==> config.mk <==
export PLATFORM = sky130hd
export DESIGN_NAME = decode_stage_nway
export DESIGN_NICKNAME = d
export VERILOG_FILES = /design/src/rtl/decode_stage_nway.sv
export SDC_FILE = /design/constraint.sdc
export NUM_CORES = 1
export LEC_CHECK = 0
export BUFFER_PORTS_ARGS = -buffer_cell sky130_fd_sc_hd__clkbuf_2
export CAP_MARGIN = 20
export CORE_AREA = 2 2 315 317
export DETAILED_ROUTE_END_ITERATION = 10
export DIE_AREA = 0 0 317 319
export GPL_TIMING_DRIVEN = 0
export SLEW_MARGIN = 30
export SYNTH_ARGS = -nofsm -noshare
export SYNTH_HDL_FRONTEND = slang
export SYNTH_SLANG_ARGS = --single-unit
==> constraint.sdc <==
create_clock -name clk -period 90.8 [get_ports clk]
set_input_delay 4.54 -clock clk [delete_from_list [all_inputs] [get_ports clk]]
set_output_delay 4.54 -clock clk [all_outputs]
set_load 0.03 [all_outputs]
==> src/rtl/decode_stage_nway.sv <==
// N-way RV64 decode stage: per-lane field decode, regfile read addressing and data capture,
// behind a valid/ready handshake with an output register plus one skid register.
module decode_stage_nway #(
   parameter int unsigned WAYS  = 2,
   parameter int unsigned XLEN  = 64,
   parameter int unsigned PID_W = 2
) (
   input  logic                    clk,
   input  logic                    rst,
   input  logic                    flush_i,
   input  logic                    valid_i,
   output logic                    ready_o,
   input  logic [WAYS-1:0]         wayValid_i,
   input  logic [32*WAYS-1:0]      inst_i,
   input  logic [PID_W*WAYS-1:0]   pID_i,
   output logic [5*WAYS-1:0]       rs1Addr_o,
   output logic [5*WAYS-1:0]       rs2Addr_o,
   output logic [WAYS-1:0]         rs1ReadEnable_o,
   output logic [WAYS-1:0]         rs2ReadEnable_o,
   input  logic [XLEN*WAYS-1:0]    rs1ReadData_i,
   input  logic [XLEN*WAYS-1:0]    rs2ReadData_i,
   output logic                    valid_o,
   input  logic                    ready_i,
   output logic [WAYS-1:0]         wayValid_o,
   output logic [7*WAYS-1:0]       opCode_o,
   output logic [3*WAYS-1:0]       funct3_o,
   output logic [7*WAYS-1:0]       funct7_o,
   output logic [5*WAYS-1:0]       rdAddr_o,
   output logic [WAYS-1:0]         rdWriteEnable_o,
   output logic [WAYS-1:0]         isLoad_o,
   output logic [WAYS-1:0]         illegal_o,
   output logic [XLEN*WAYS-1:0]    imm_o,
   output logic [6*WAYS-1:0]       shamt_o,
   output logic [XLEN*WAYS-1:0]    rs1ReadData_o,
   output logic [XLEN*WAYS-1:0]    rs2ReadData_o,
   output logic [PID_W*WAYS-1:0]   pID_o
);

   localparam logic [6:0] OpLui    = 7'b0110111;
   localparam logic [6:0] OpAuipc  = 7'b0010111;
   localparam logic [6:0] OpJal    = 7'b1101111;
   localparam logic [6:0] OpJalr   = 7'b1100111;
   localparam logic [6:0] OpBranch = 7'b1100011;
   localparam logic [6:0] OpLoad   = 7'b0000011;
   localparam logic [6:0] OpStore  = 7'b0100011;
   localparam logic [6:0] OpImm    = 7'b0010011;
   localparam logic [6:0] OpReg    = 7'b0110011;
   localparam logic [6:0] OpSystem = 7'b1110011;
   localparam logic [6:0] OpImm32  = 7'b0011011;
   localparam logic [6:0] OpReg32  = 7'b0111011;
   localparam logic [6:0] OpAmo    = 7'b0101111;
   localparam logic [6:0] OpFp     = 7'b1010011;

   typedef struct packed {
      logic             valid;
      logic [6:0]       opcode;
      logic [2:0]       funct3;
      logic [6:0]       funct7;
      logic [4:0]       rd;
      logic             rd_we;
      logic             is_load;
      logic             illegal;
      logic [XLEN-1:0]  imm;
      logic [5:0]       shamt;
      logic [XLEN-1:0]  rs1_data;
      logic [XLEN-1:0]  rs2_data;
      logic [PID_W-1:0] pid;
   } lane_t;

   lane_t dec_lane [WAYS];
   lane_t out_q    [WAYS];
   lane_t skid_q   [WAYS];

   logic out_valid_q, out_valid_d;
   logic skid_valid_q, skid_valid_d;
   logic ready_q, ready_d;
   logic accept, out_free, load_out, load_skid, out_sel_skid;

   for (genvar k = 0; k < WAYS; k++) begin : g_lane
      logic [31:0]     ins;
      logic [6:0]      op;
      logic [2:0]      f3;
      logic            csr, legal, use_rs1, use_rs2, writer, we, ld;
      logic [XLEN-1:0] imm, i_imm, s_imm, b_imm, j_imm, u_imm;
      logic [5:0]      shamt;
      lane_t           lane_d;

      assign ins   = inst_i[32*k +: 32];
      assign op    = ins[6:0];
      assign f3    = ins[14:12];
      assign csr   = (f3 != 3'b000) && (f3 != 3'b100);
      assign i_imm = {{(XLEN-12){ins[31]}}, ins[31:20]};
      assign s_imm = {{(XLEN-12){ins[31]}}, ins[31:25], ins[11:7]};
      assign b_imm = {{(XLEN-13){ins[31]}}, ins[31], ins[7], ins[30:25], ins[11:8], 1'b0};
      assign j_imm = {{(XLEN-21){ins[31]}}, ins[31], ins[19:12], ins[20], ins[30:21], 1'b0};
      assign u_imm = {{(XLEN-32){ins[31]}}, ins[31:12], 12'b0};

      always_comb begin
         legal   = 1'b1;
         use_rs1 = 1'b0;
         use_rs2 = 1'b0;
         writer  = 1'b0;
         we      = 1'b0;
         ld      = 1'b0;
         imm     = '0;
         shamt   = '0;
         case (op)
            OpLui, OpAuipc: begin writer = 1'b1; we = 1'b1; imm = u_imm; end
            OpJal:    begin writer = 1'b1; we = 1'b1; imm = j_imm; end
            OpJalr:   begin use_rs1 = 1'b1; writer = 1'b1; we = 1'b1; imm = i_imm; end
            OpBranch: begin use_rs1 = 1'b1; use_rs2 = 1'b1; imm = b_imm; end
            OpLoad:   begin use_rs1 = 1'b1; writer = 1'b1; ld = 1'b1; imm = i_imm; end
            OpStore:  begin use_rs1 = 1'b1; use_rs2 = 1'b1; imm = s_imm; end
            OpImm: begin
               use_rs1 = 1'b1;
               writer  = 1'b1;
               we      = 1'b1;
               imm     = i_imm;
               if ((f3 == 3'b001 && ins[31:26] == 6'b000000) ||
                   (f3 == 3'b101 && (ins[31:26] == 6'b000000 || ins[31:26] == 6'b010000))) begin
                  shamt = ins[25:20];
               end
            end
            OpImm32:  begin use_rs1 = 1'b1; writer = 1'b1; we = 1'b1; imm = i_imm; end
            // M-extension results return through a later writeback path
            OpReg, OpReg32: begin
               use_rs1 = 1'b1;
               use_rs2 = 1'b1;
               writer  = 1'b1;
               we      = (ins[31:25] != 7'b0000001);
            end
            OpSystem: begin use_rs1 = csr; writer = csr; we = csr; imm = i_imm; end
            OpAmo, OpFp: begin use_rs1 = 1'b1; use_rs2 = 1'b1; writer = 1'b1; we = 1'b1; end
            default:  legal = 1'b0;
         endcase
      end

      always_comb begin
         lane_d = '0;
         if (wayValid_i[k]) begin
            lane_d.valid    = 1'b1;
            lane_d.opcode   = op;
            lane_d.funct3   = f3;
            lane_d.funct7   = ins[31:25];
            lane_d.rd       = writer ? ins[11:7] : 5'd0;
            lane_d.rd_we    = we;
            lane_d.is_load  = ld;
            lane_d.illegal  = !legal;
            lane_d.imm      = imm;
            lane_d.shamt    = shamt;
            lane_d.rs1_data = rs1ReadData_i[XLEN*k +: XLEN];
            lane_d.rs2_data = rs2ReadData_i[XLEN*k +: XLEN];
            lane_d.pid      = pID_i[PID_W*k +: PID_W];
         end
      end

      assign dec_lane[k]             = lane_d;
      assign rs1ReadEnable_o[k]      = wayValid_i[k] && use_rs1;
      assign rs2ReadEnable_o[k]      = wayValid_i[k] && use_rs2;
      assign rs1Addr_o[5*k +: 5]     = (wayValid_i[k] && use_rs1) ? ins[19:15] : 5'd0;
      assign rs2Addr_o[5*k +: 5]     = (wayValid_i[k] && use_rs2) ? ins[24:20] : 5'd0;

      assign wayValid_o[k]               = out_q[k].valid;
      assign opCode_o[7*k +: 7]          = out_q[k].opcode;
      assign funct3_o[3*k +: 3]          = out_q[k].funct3;
      assign funct7_o[7*k +: 7]          = out_q[k].funct7;
      assign rdAddr_o[5*k +: 5]          = out_q[k].rd;
      assign rdWriteEnable_o[k]          = out_q[k].rd_we;
      assign isLoad_o[k]                 = out_q[k].is_load;
      assign illegal_o[k]                = out_q[k].illegal;
      assign imm_o[XLEN*k +: XLEN]       = out_q[k].imm;
      assign shamt_o[6*k +: 6]           = out_q[k].shamt;
      assign rs1ReadData_o[XLEN*k +: XLEN] = out_q[k].rs1_data;
      assign rs2ReadData_o[XLEN*k +: XLEN] = out_q[k].rs2_data;
      assign pID_o[PID_W*k +: PID_W]     = out_q[k].pid;
   end

   // ready only reflects skid occupancy, so it never depends on ready_i combinationally
   always_comb begin
      accept       = valid_i && ready_q && !flush_i;
      out_free     = !out_valid_q || ready_i;
      out_valid_d  = out_valid_q;
      skid_valid_d = skid_valid_q;
      load_out     = 1'b0;
      load_skid    = 1'b0;
      out_sel_skid = 1'b0;
      if (flush_i) begin
         out_valid_d  = 1'b0;
         skid_valid_d = 1'b0;
      end else if (out_free) begin
         if (skid_valid_q) begin
            load_out     = 1'b1;
            out_sel_skid = 1'b1;
            out_valid_d  = 1'b1;
            skid_valid_d = 1'b0;
         end else if (accept) begin
            load_out    = 1'b1;
            out_valid_d = 1'b1;
         end else begin
            out_valid_d = 1'b0;
         end
      end else if (accept) begin
         load_skid    = 1'b1;
         skid_valid_d = 1'b1;
      end
      ready_d = !skid_valid_d;
   end

   always_ff @(posedge clk) begin
      if (rst) begin
         out_valid_q  <= 1'b0;
         skid_valid_q <= 1'b0;
         ready_q      <= 1'b1;
         for (int k = 0; k < WAYS; k++) begin
            out_q[k]  <= '0;
            skid_q[k] <= '0;
         end
      end else begin
         out_valid_q  <= out_valid_d;
         skid_valid_q <= skid_valid_d;
         ready_q      <= ready_d;
         for (int k = 0; k < WAYS; k++) begin
            if (load_out) out_q[k] <= out_sel_skid ? skid_q[k] : dec_lane[k];
            if (load_skid) skid_q[k] <= dec_lane[k];
         end
      end
   end

   assign valid_o = out_valid_q;
   assign ready_o = ready_q;

endmodule

# --- Word level (Yosys, flattened, before mapping) ---
# Memories as Yosys holds them, arrays and structs flattened.
# Index checks and enable logic that the tools add are counted.
totals:
  register_bits: 3
  mem_bits_rw: 904
  inputBits: 331
  out_inout_bits: 478
  word_cells: 142
  n_memories: 2
mem_list:
  columns: ["name", "depth", "width", "read_ports", "rd_clocked_by_memory_dff", "write_ports", "line_no", "rtl"]
  rows:
  - ["out_q", 2, 226, 2, 0, 2, "71", "lane_t out_q [WAYS];"]
  - ["skid_q", 2, 226, 2, 0, 2, "72", "lane_t skid_q [WAYS];"]
classes:
  eq_ne: 38
  muxes: 52
  bitwise_logic: 4
  n_reduce_logical: 43
op_table:
  columns: ["operator", "count"]
  rows:
  - ["2-to-1 mux 226 bit", 8]
  - ["case mux 64 bit (5 select lines)", 2]
  - ["equality test 7 x 6 -> 1 bit, second input constant", 10]
  - ["equality test 7 bit, second input constant", 10]
  - ["equality test 7 x 5 -> 1 bit, second input constant", 6]
  - ["2-to-1 mux 5 bit", 6]
  - ["OR reduction 14 bit", 2]
  - ["2-to-1 mux 1 bit", 26]
  - ["2-to-1 mux 6 bit", 4]
  - ["OR reduction 11 bit", 2]
  - ["OR reduction 10 bit", 2]
  - ["OR reduction 8 bit", 2]
  - ["equality test 7 x 2 -> 1 bit, second input constant", 2]
  - ["inequality test 7 x 1 -> 1 bit, second input constant", 2]
  - ["equality test 6 x 5 -> 1 bit, second input constant", 2]
  - ["logical AND 1 bit", 12]
  - ["zero test 6 bit", 2]
  - ["OR reduction 6 bit", 2]
  - ["OR reduction 2 bit", 5]
  - ["OR reduction 5 bit", 2]
  - ["case mux 1 bit (2 select lines)", 4]
  - ["equality test 3 x 1 -> 1 bit, second input constant", 2]
  - ["equality test 3 bit, second input constant", 2]
  - ["inequality test 3 bit, second input constant", 2]
  - ["5 further kinds", 18]

# --- Depth between registers and ports, before layout ---
logic_depth:
  ltp_word: 10
  mapped_depth: 8
  mapped_depth_nobuf: 6

# --- Worst setup path before layout ---
# Ideal clock, no wire load.
synth_timing:
  path_type: "input to register"
  start: "in ready_i"
  end: "mem skid_q[0][0] in the netlist's numbering (enable)"
  setup_ps: 1709
  t_arrival_ps: 32897
  required_time_ps: 89091
  path_slack_ps: 56194
  stages: 2
  path_buffers: 0
  cell_sequence: "nand2b_1 > o31ai_1"
synth_lines:
  columns: ["element", "line_no", "rtl"]
  rows:
  - ["start: declaration", "23", "input logic ready_i,"]
  - ["end: declaration", "72", null]

# --- Worst setup path after layout ---
layout_timing:
  start: "in inst_i[35]"
  end: "out rs1Addr_o[9]"
layout_between:
  elab_chain_cells: 5
  elab_cells_between_ends: 15
  classes_between: "11 x eq/ne; 2 x mux; 2 x reduce/logical"
layout_rtl:
  columns: ["element", "line_no", "rtl"]
  rows:
  - ["start: declaration", "14", "input logic [32*WAYS-1:0] inst_i,"]
  - ["equality test 7 x 5 -> 1 bit, or another cell as far along", "107", "case (op)"]
  - ["OR reduction 10 bit (no source line)", null, null]
  - ["case mux 1 bit (2 select lines) (*)", "107", null]
  - ["logical AND 1 bit (*)", "160", "assign rs1Addr_o[5*k +: 5] = (wayValid_i[k] && use_rs1) ? ins[19:15] : 5'd0;"]
  - ["2-to-1 mux 5 bit (*)", "160", null]
  - ["end: declaration", "16", "output logic [5*WAYS-1:0] rs1Addr_o,"]
# Every way passes the cells marked *; elsewhere a longest branch is shown, timed or not.

==> results.md <==
* Area growth from synthesis to layout at 27.89%
* Asr flop ratio synth at 0%
* Seq pwr share at between 40% and 50%
* Minimum period implied by the final worst setup slack at 11,470 ps
* Syn nets at around 3,200
* Port-buffer cells at a little over 800
* Worst-path fanout max at 10
* RSZ-0062 raised after global routing: no
* Global-route wire length before repair at 175,300 µm
* Hold WS at 534.8 ps
* Post-CTS sizing at 0
* Post-route insts no fill at 5,214
* Pre-antenna DRT Iters at 8
* Final Power at 0.8607 mW
* Post-Syn Instances at 2,866
* Share of layout cells above drive strength 1 at between 20 and 30%
* Max Cap Viol at 0
* CORE AREA at 97,700 µm²
* Root Buffer Master: clkbuf_16
* Internal at 0.6412 mW
* Worst endpoint required time at 86,260 ps
* Initial Util at 34.73%
* M1 wire length at 48,410 µm
* DP Area at 40,470 µm²
* Wire length per cell at 23.63 µm
* Sum Neg Setup Slack at 0 ps
* Worst setup SP type: input pin
* PD cells at 19.83 nW/µm²
* Min-delay worst type: flop to flop
* # rows at roughly 120
* Vias in the first global route at 26,270
* Met3 wire len at 10,520 µm
* Worst slew pin tran at 1034 ps
* Clk pwr share at 41.4%
* Sw Share at 25.50%
* Max clock buf depth at 3
* Num CTS Buffers at 87
* Fin Clk Skew at between 20 and 25 ps
* Avg Inst Size Synth at 11.84 µm²
* NetSw at ~0.22 mW
* Syn. warnings at 0
* Tot GR Track Use at 23.47%
* #FFs+latches synth at ~780
* Via-to-Cell Ratio at 5.311
* Commonest cells after routing, fill and taps aside: 815 x clkbuf_2, 776 x edfxtp_1, 372 x nand2_1
* Placer congestion estimate at slightly above 0.9
* Slew Limit Fails at 0
* Initial antenna violation count at 27
* CTS tree: yes
* Hold buffer count at CTS at 0
* Crit path DAT at between 6000 and 7000 ps
* I/O pins at 809
* Post-synthesis sequential area ratio at 68.85%
* Chip height at 319 µm
* Main flop type after synthesis: edfxtp_1
* Syn Std Cell Area at 33,930 µm²
* Max VDD drop at 15.19 µV
* Largest net degree at the start of global routing at 34
* Fin nets at 4,165
* CP Capture Type: output pin
* Outcome: finished clean
* Crit Path Class: input pin to output pin
* Max-slew headroom at 31.03%
* Die Span X at 317 µm
* ANT nets after route at 0
* Lkg Pwr at approximately 18 nW
* Initial DRC count at 2,914
* Logic pwr share at 10.1%
* GR Overflow Total at 0
* H-tree Lvls at 3
* DRC Markers at 0
* Post-route design area at roughly 43,000 µm²
* Setup repair bufs after CTS at 0
* Period utilization at 12.63%
* DP Cell Count at 5,031
* Die ar. at approximately 100,000 µm²
* Commonest non-fill, non-tap cell in the layout: clkbuf_2
* Vias at about 28,000
* Post-synth EDFFs at between 700 and 800
* Clock Pin Slew Worst Setup and Hold Paths at 50 ps
* Max layer used: met5
* Final hold vios at 0
* Num Clock Sinks at 779
* Synth unique cells at 64
* Final WL at 123,200 µm
* Final HPWL DP at ~93,000 µm
* Final setup violation count at 0
* Max frequency at 87.17 MHz
* Clk Latency, worst-skew pair at 670 ps
* Routed met2 length at 59,140 µm
metrics by stage:
stage | setup WS, ps | utilization, %
floorplan | 56190 | -
global placement | 39900 | 40.51
detailed placement | 79240 | 41.42
CTS | 79230 | 44.34
global route | 79080 | 44.40
finish | 79330 | 44.42
cell families after synthesis:
| logic type | count (synthesis) | synth area share (%) |
|---|---|---|
| and+or+nand+nor | 1238 | 18.15 |
| DFF | 779 | 68.85 |
| AOI/OAI and AO/OA | 512 | 8.333 |
| buffers and inverters | 328 | 4.403 |
| muxes | 7 | 0.2102 |
| xor gates and xnor gates | 2 | 0.05163 |
area by class of cell:
class	count	area, µm²
sequential	779	23360
fill	9205	54300
buffer	316	1460
inverter	12	45.04
tap	1287	1610
multi-input combinational	1759	9121
clock inverter	53	526.8
clock buffer	108	2318
antenna	21	52.55
timing repair buffer	879	4901
synth_stat cells, types with 4 or more instances:
cell type / instances / area [µm²]
edfxtp_1: 776 / 23300
nand2_1: 372 / 1396
a21oi_1: 369 / 1847
and3_1: 309 / 1933
nand3_1: 307 / 1536
clkbuf_1: 217 / 814.5
nor2_1: 121 / 454.2
buf_4: 64 / 480.5
and2_1: 46 / 287.8
o21ai_0: 36 / 180.2
buf_1: 27 / 101.4
a211oi_1: 26 / 195.2
a22oi_1: 24 / 180.2
nor3_1: 23 / 115.1
inv_1: 12 / 45.04
o21ai_1: 11 / 55.05
nor2b_1: 10 / 62.56
nand2b_1: 9 / 56.30
a311oi_1: 8 / 70.07
a31oi_1: 6 / 37.54
buf_2: 6 / 30.03
mux2i_1: 6 / 60.06
nand3b_1: 6 / 45.04
a22o_1: 5 / 43.79
nor4_1: 5 / 31.28
o31ai_1: 5 / 37.54
or3_1: 4 / 25.02
or4_1: 4 / 30.03
worst max-delay path: stages:
cell,delay (ps)
clkbuf_2,110
clkbuf_1,360
clkbuf_1,450
nand2_1,170
o21ai_0,190
a22oi_1,90
o21ai_1,600
and2_1,220
clkbuf_2,200
path summary, 6_finish.rpt:
kind | from | to | slack (ps) | cells after the start
setup / recovery | inst_i[35] | rs1Addr_o[9] | 79330 | 9
hold / removal | skid_q[0][391] | out_q[0][391] | 530 | 2
hold reg to reg | skid_q[0][391] | out_q[0][391] | 530 | 2
setup reg to reg | skid_valid_q | out_q[0][120] | 87190 | 7
state kept, by name, indices dropped and copies added (netlist names):
register	cells
skid_q	388
out_q	388
ready_o	1
valid_o	1
skid_valid_q	1
routing by layer:
layer	GRT usage (%)	up-vias
met5	0	-
met4	10.27	6
met3	5.287	224
met2	38.28	1320
met1	29.77	13610
li1	-	12530
power groups by stage:
| stage | Combinational [mW] | Clock (mW) | Sequential [mW] |
|---|---|---|---|
| after global routing | 0.0922 | 0.376 | 0.419 |
| after detailed placement | 0.0866 | 0 | 0.425 |
| final | 0.0872 | 0.356 | 0.417 |
| after global placement | 0.0814 | 0 | 0.455 |
| after CTS | 0.0870 | 0.362 | 0.418 |
| after floorplan | 0.0256 | 0 | 0.464 |
Note: power is estimated with default switching activity, not from simulation.
